File: src/rtl/alu_reservation_station_pkg.sv
// Shared sizing, ALU op encodings and entry layout for the ALU reservation station.
// Also provides the CDB operand-capture helper used at dispatch and snoop.
package alu_reservation_station_pkg;

  localparam int unsigned RS_SIZE        = 8;
  localparam int unsigned RS_SIZE_WIDTH  = 3;
  localparam int unsigned ROB_SIZE_WIDTH = 4;
  localparam int unsigned XLEN           = 32;
  localparam int unsigned OP_WIDTH       = 5;

  // op[4] = branch compare, op[3] = sub/sra variant, op[2:0] = funct
  typedef enum logic [OP_WIDTH-1:0] {
    OP_ADD  = 5'b00000,
    OP_SLL  = 5'b00001,
    OP_SLT  = 5'b00010,
    OP_SLTU = 5'b00011,
    OP_XOR  = 5'b00100,
    OP_SRL  = 5'b00101,
    OP_OR   = 5'b00110,
    OP_AND  = 5'b00111,
    OP_SUB  = 5'b01000,
    OP_SRA  = 5'b01101,
    OP_BEQ  = 5'b10000,
    OP_BNE  = 5'b10001,
    OP_BLT  = 5'b10100,
    OP_BGE  = 5'b10101,
    OP_BLTU = 5'b10110,
    OP_BGEU = 5'b10111
  } alu_op_e;

  typedef struct packed {
    logic                      has_q;
    logic [XLEN-1:0]           v;
  } operand_t;

  typedef struct packed {
    logic                      busy;
    logic [OP_WIDTH-1:0]       op;
    logic [XLEN-1:0]           vj;
    logic [XLEN-1:0]           vk;
    logic                      has_qj;
    logic                      has_qk;
    logic [ROB_SIZE_WIDTH-1:0] qj;
    logic [ROB_SIZE_WIDTH-1:0] qk;
    logic [ROB_SIZE_WIDTH-1:0] rob_id;
  } rs_entry_t;

  // Capture a pending operand from whichever CDB carries its tag; ALU bus checked first.
  function automatic operand_t snoop_operand(
    input logic                      has_q,
    input logic [ROB_SIZE_WIDTH-1:0] q,
    input logic [XLEN-1:0]           v,
    input logic                      a_valid,
    input logic [ROB_SIZE_WIDTH-1:0] a_tag,
    input logic [XLEN-1:0]           a_value,
    input logic                      l_valid,
    input logic [ROB_SIZE_WIDTH-1:0] l_tag,
    input logic [XLEN-1:0]           l_value
  );
    operand_t r;
    r.has_q = has_q;
    r.v     = v;
    if (has_q && a_valid && (q == a_tag)) begin
      r.has_q = 1'b0;
      r.v     = a_value;
    end else if (has_q && l_valid && (q == l_tag)) begin
      r.has_q = 1'b0;
      r.v     = l_value;
    end
    return r;
  endfunction

endpackage

File: src/rtl/lowest_one_enc.sv
// Priority encoder: index of the lowest set bit plus a found flag.
module lowest_one_enc #(
  parameter int unsigned N = 8,
  parameter int unsigned W = 3
) (
  input  logic [N-1:0] vec,
  output logic [W-1:0] idx_c,
  output logic         found_c
);

  // Scan high to low so the lowest set bit is the last one written.
  always_comb begin
    idx_c   = '0;
    found_c = 1'b0;
    for (int i = int'(N) - 1; i >= 0; i--) begin
      if (vec[i]) begin
        idx_c   = W'(i);
        found_c = 1'b1;
      end
    end
  end

endmodule

File: src/rtl/alu_reservation_station.sv
// ALU reservation station: buffers dispatched ops until operands resolve via CDB snoop,
// then issues the lowest-index ready entry to the ALU through registered outputs.
module alu_reservation_station
  import alu_reservation_station_pkg::*;
(
  input  logic                      clk,
  input  logic                      rst,
  input  logic                      rdy,
  input  logic                      clear,
  input  logic                      disp_valid,
  input  logic [OP_WIDTH-1:0]       disp_op,
  input  logic [ROB_SIZE_WIDTH-1:0] disp_rob_id,
  input  logic [XLEN-1:0]           disp_vj,
  input  logic [XLEN-1:0]           disp_vk,
  input  logic                      disp_has_qj,
  input  logic                      disp_has_qk,
  input  logic [ROB_SIZE_WIDTH-1:0] disp_qj,
  input  logic [ROB_SIZE_WIDTH-1:0] disp_qk,
  input  logic                      alu_cdb_valid,
  input  logic [ROB_SIZE_WIDTH-1:0] alu_cdb_rob_id,
  input  logic [XLEN-1:0]           alu_cdb_value,
  input  logic                      lsb_cdb_valid,
  input  logic [ROB_SIZE_WIDTH-1:0] lsb_cdb_rob_id,
  input  logic [XLEN-1:0]           lsb_cdb_value,
  output logic                      full,
  output logic                      alu_valid,
  output logic [OP_WIDTH-1:0]       alu_op,
  output logic [XLEN-1:0]           alu_v1,
  output logic [XLEN-1:0]           alu_v2,
  output logic [ROB_SIZE_WIDTH-1:0] alu_rob_id
);

  localparam int unsigned CNT_WIDTH = RS_SIZE_WIDTH + 1;

  rs_entry_t                ent_q [RS_SIZE];
  rs_entry_t                ent_d [RS_SIZE];
  logic [RS_SIZE-1:0]       free_vec_c;
  logic [RS_SIZE-1:0]       ready_vec_c;
  logic [RS_SIZE_WIDTH-1:0] free_idx_c;
  logic [RS_SIZE_WIDTH-1:0] issue_idx_c;
  logic                     free_found_c;
  logic                     issue_found_c;
  logic                     disp_fire_c;
  operand_t                 new_j_c;
  operand_t                 new_k_c;
  logic [CNT_WIDTH-1:0]     count_q;
  logic [CNT_WIDTH-1:0]     count_d;

  // Slot selection works purely on registered state, so freed slots wait a cycle.
  always_comb begin
    for (int i = 0; i < int'(RS_SIZE); i++) begin
      free_vec_c[i]  = !ent_q[i].busy;
      ready_vec_c[i] = ent_q[i].busy && !ent_q[i].has_qj && !ent_q[i].has_qk;
    end
  end

  lowest_one_enc #(.N(RS_SIZE), .W(RS_SIZE_WIDTH)) u_free_enc (
    .vec     (free_vec_c),
    .idx_c   (free_idx_c),
    .found_c (free_found_c)
  );

  lowest_one_enc #(.N(RS_SIZE), .W(RS_SIZE_WIDTH)) u_ready_enc (
    .vec     (ready_vec_c),
    .idx_c   (issue_idx_c),
    .found_c (issue_found_c)
  );

  always_comb begin
    disp_fire_c = disp_valid && !full && free_found_c;
    new_j_c = snoop_operand(disp_has_qj, disp_qj, disp_vj,
                            alu_cdb_valid, alu_cdb_rob_id, alu_cdb_value,
                            lsb_cdb_valid, lsb_cdb_rob_id, lsb_cdb_value);
    new_k_c = snoop_operand(disp_has_qk, disp_qk, disp_vk,
                            alu_cdb_valid, alu_cdb_rob_id, alu_cdb_value,
                            lsb_cdb_valid, lsb_cdb_rob_id, lsb_cdb_value);
    for (int i = 0; i < int'(RS_SIZE); i++) begin
      ent_d[i] = ent_q[i];
      if (ent_q[i].busy) begin
        {ent_d[i].has_qj, ent_d[i].vj} = snoop_operand(ent_q[i].has_qj, ent_q[i].qj, ent_q[i].vj,
            alu_cdb_valid, alu_cdb_rob_id, alu_cdb_value,
            lsb_cdb_valid, lsb_cdb_rob_id, lsb_cdb_value);
        {ent_d[i].has_qk, ent_d[i].vk} = snoop_operand(ent_q[i].has_qk, ent_q[i].qk, ent_q[i].vk,
            alu_cdb_valid, alu_cdb_rob_id, alu_cdb_value,
            lsb_cdb_valid, lsb_cdb_rob_id, lsb_cdb_value);
      end
    end
    if (issue_found_c) begin
      ent_d[issue_idx_c].busy = 1'b0;
    end
    if (disp_fire_c) begin
      ent_d[free_idx_c].busy   = 1'b1;
      ent_d[free_idx_c].op     = disp_op;
      ent_d[free_idx_c].vj     = new_j_c.v;
      ent_d[free_idx_c].vk     = new_k_c.v;
      ent_d[free_idx_c].has_qj = new_j_c.has_q;
      ent_d[free_idx_c].has_qk = new_k_c.has_q;
      ent_d[free_idx_c].qj     = disp_qj;
      ent_d[free_idx_c].qk     = disp_qk;
      ent_d[free_idx_c].rob_id = disp_rob_id;
    end
    count_d = count_q + CNT_WIDTH'(disp_fire_c) - CNT_WIDTH'(issue_found_c);
  end

  always_ff @(posedge clk) begin
    if (rst) begin
      for (int i = 0; i < int'(RS_SIZE); i++) begin
        ent_q[i] <= '0;
      end
      count_q    <= '0;
      full       <= 1'b0;
      alu_valid  <= 1'b0;
      alu_op     <= '0;
      alu_v1     <= '0;
      alu_v2     <= '0;
      alu_rob_id <= '0;
    end else if (clear) begin
      for (int i = 0; i < int'(RS_SIZE); i++) begin
        ent_q[i].busy <= 1'b0;
      end
      count_q   <= '0;
      full      <= 1'b0;
      alu_valid <= 1'b0;
    end else if (rdy) begin
      assert (!(disp_valid && full)) else $warning("dispatch attempted while full");
      ent_q     <= ent_d;
      count_q   <= count_d;
      full      <= (count_d == CNT_WIDTH'(RS_SIZE));
      alu_valid <= issue_found_c;
      if (issue_found_c) begin
        alu_op     <= ent_q[issue_idx_c].op;
        alu_v1     <= ent_q[issue_idx_c].vj;
        alu_v2     <= ent_q[issue_idx_c].vk;
        alu_rob_id <= ent_q[issue_idx_c].rob_id;
      end
    end
  end

endmodule

File: config.mk
export PLATFORM = sky130hd
export DESIGN_NAME = alu_reservation_station
export DESIGN_NICKNAME = d
export VERILOG_FILES = /design/src/rtl/alu_reservation_station_pkg.sv /design/src/rtl/lowest_one_enc.sv /design/src/rtl/alu_reservation_station.sv
export SDC_FILE = /design/constraint.sdc
export NUM_CORES = 2
export LEC_CHECK = 0
export BUFFER_PORTS_ARGS = -buffer_cell sky130_fd_sc_hd__buf_4
export CELL_PAD_IN_SITES_DETAIL_PLACEMENT = 0
export CELL_PAD_IN_SITES_GLOBAL_PLACEMENT = 2
export CORE_MARGIN = 8
export CORE_UTILIZATION = 37
export DETAILED_ROUTE_END_ITERATION = 8
export GPL_TIMING_DRIVEN = 0
export PLACE_DENSITY = 0.83
export SYNTH_ARGS = -nofsm -noshare
export SYNTH_HDL_FRONTEND = slang
export SYNTH_SLANG_ARGS = --single-unit
File: constraint.sdc
create_clock -name clk -period 3.3 [get_ports clk]
set_clock_uncertainty 0.1 [all_clocks]
set_input_delay 0.165 -clock clk [delete_from_list [all_inputs] [get_ports clk]]
set_output_delay 0.165 -clock clk [all_outputs]
set_load 0.005 [all_outputs]
==> flow_metrics.tcl <==
set metrics [dict create \
    antenna_found_initial 34 \
    r2r_slack_ps -180 \
    placed_cell_area_um2 46000 \
    coreArea_um2 114000 \
    routedWlPerCell_um 39.5 \
    clkTransAtPathRegs_ps 60 \
    synth_flop_cell "dfxtp_1" \
    hold_depth 4 \
    r2r_cells 6 \
    synthToLayoutAreaGrowth_pct 19.1 \
    slew_headroom_pct -17.1 \
    hold_violations 0 \
    critPathCaptureType "flop" \
    vias_per_cell 7.08 \
    grt_pass1_wl_um 390000 \
    yosys.area.top_type "dfxtp_1" \
    nNetsFinal 5866 \
    avgSynthCellArea_um2 7.93 \
    arrival_ps 4030 \
    start_kind "input port" \
    synthCells 5364 \
    synthTopCellsByArea "dfxtp_1, nand2_1, a221o_1, a21oi_1, clkbuf_1" \
    dp_hpwl_um 207000 \
    io_pins 237 \
    start_util_pct 37.3 \
    layout.cells.most_common "dfxtp_1" \
    cts_made_buffers 93 \
    overflow 0 \
    yosys.area.top_type_share_pct 35.3 \
    rsz0062_at_grt "true" \
    postSynthNetCount 5531 \
    vdd_ir_drop_max_v 0.000347 \
    layout_common_cells "dfxtp_1, nand2_1, a21oi_1, clkbuf_1, nand3_1" \
    fp-row-count 124 \
    synthDistinctLibCells 81 \
    cts.sinks 751 \
    worst_pin_slew_ps 1750 \
    grt_max_degree 16 \
    cts_tree "done" \
    place.gp.congestion 1.06 \
    outcome "finished, violations left" \
    p_total_mw 23.2 \
    dieArea_um2 126000 \
    cts_root_buf "clkbuf_16" \
    synth_area_um2 42600 \
    drt_iter0_markers 8729 \
    fillerInstances 11900 \
    cp.required_ps 3770 \
    io_buffer_count 155 \
    wl_um 290000 \
    die_h_um 355 \
    critPathKind "in2reg" \
    ys_seq_area_share_pct 35.3 \
    clock_latency_ps 730 \
    yosys_register_bits 751 \
    synthArstFlopShare_pct 0 \
    failed_checks "DRC, capacitance limit, slew limit, setup timing" \
    hold_path_class "in2reg" \
    die_w_um 355 \
    utilization_pct 44.4 \
    cap_violations 6 \
    finalCriticalPeriod_ps 3560 \
    ant_nets 0 \
    yosys_warnings 0 \
    final_cell_area_um2 50700 \
    via_count 51900 \
    ctsHtreeMaxLevel 3 \
    dr.pass1.iters 6 \
    grt_usage_pct 43.3 \
    leakagePower_nw 16.4 \
    fmax_mhz 281 \
    clockBufferDepth 3 \
    power_density_nw_per_um2 457 \
    grt_pass1_vias 48000 \
    fin_ws_ps -258 \
    slew_viol_final 47 \
    drive_gt1_share_pct 13.2 \
    path_max_fanout 10 \
    dp_slack_ps -1430 \
    finalCritPeriodShare_pct 108 \
    synth-edff-count 0 \
    setup_violations 232 \
    drc 1 \
]
==> worst max-delay path: stages <==
cell and delay, ps:
buf_2 360, buf_4 310, xnor2_1 150, nand3_1 670, o21ai_2 890, clkbuf_1 620, a21oi_1 100, a221oi_1 570
a211oi_1 150
==> cells in the mapped netlist, types with 20 or more instances <==
| cell | n |
|---|---|
| a21oi_1 | 472 |
| a32oi_1 | 33 |
| nor3_1 | 61 |
| nand2b_1 | 45 |
| dfxtp_1 | 751 |
| a31oi_1 | 99 |
| a221oi_1 | 216 |
| a31oi_4 | 30 |
| o21ai_0 | 218 |
| a32o_1 | 47 |
| nor4_1 | 68 |
| and3_1 | 41 |
| a211oi_1 | 68 |
| mux2_2 | 26 |
| clkbuf_1 | 563 |
| nor2_1 | 348 |
| nand4_1 | 45 |
| o221ai_1 | 41 |
| o31ai_2 | 20 |
| nand3_1 | 345 |
| inv_1 | 55 |
| a22oi_1 | 110 |
| xor2_1 | 62 |
| buf_1 | 39 |
| nand2_1 | 661 |
| o211ai_1 | 122 |
| o2bb2ai_1 | 31 |
| buf_2 | 89 |
| xnor2_1 | 63 |
| o32ai_1 | 32 |
| mux2i_1 | 145 |
| a221o_1 | 242 |
==> stage by stage <==
step	setup TNS (ps)	hold WS, ps	std cells
after global routing	-115	24.0	7295
after CTS	0	1.90	7286
after global placement	-765890	334	7031
after floorplan	0	318	5364
final	-12820	3.72	7330
after detailed placement	-458480	340	7053
==> routing by layer <==
metal  up-vias  share of wire, %  track usage, %
li1      20900                 -               -
met4        10               9.0            31.2
met3      1348                14            17.2
met2      4536                41            62.5
met1     25100                37            51.9
met5         -             0.076           0.346
==> cell type report <==
cell class / count / area (um^2) / share of cell area [%]
sequential: 751 / 15000 / 29.7
buffer: 692 / 3080 / 6.09
tap: 1512 / 1890 / 3.73
antenna: 41 / 103 / 0.202
clock buffer: 122 / 2620 / 5.16
inverter: 56 / 210 / 0.415
clock inverter: 51 / 678 / 1.34
timing repair buffer: 254 / 2160 / 4.27
multi-input combinational: 3851 / 24900 / 49.1
==> repair_timing <==
item | 4_1_cts | 5_1_grt
hold buffers | 59 | 0
pin swaps | 5 | 6
hold endpoints to repair | 158 | 0
buffers inserted | 11 | 6
gates resized for setup | 173 | 110
endpoints found under the setup margin | 512 | 424
==> path summary, 6_finish.rpt <==
check / start / to
max: alu_cdb_rob_id[3] / ent_q[655]
min: disp_vk[8] / ent_q[610]
max reg2reg: ent_q[335] / ent_q[286]
min reg2reg: ent_q[304] / ent_q[304]
==> power breakdown <==
group / internal [mW] / total [mW] / switching [mW]
Sequential: 9.12 / 9.16 / 0.0412
Combinational: 0.595 / 2.58 / 1.99
Clock: 6.64 / 11.4 / 4.77
==> state kept, by name, summed over array words and instances (netlist names) <==
signal      flops
alu_v1         32
alu_valid       1
full            1
alu_v2         32
count_q         4
alu_rob_id      4
ent_q         672
alu_op          5
==> logic make-up (layout without fill, tap and decap cells) <==
group	count (synthesis)	after routing	share of synthesized area (%)
buffers and inverters	762	1175	7.16
AOI/OAI and AO/OA	1849	1849	32.4
xor gates and xnor gates	125	125	2.57
and+or+nand+nor	1693	1693	18.1
muxes	179	179	4.31
other	0	41	0
DFF	751	751	35.3
adders and majority gates	5	5	0.165
(Power assumes the default switching activity.)
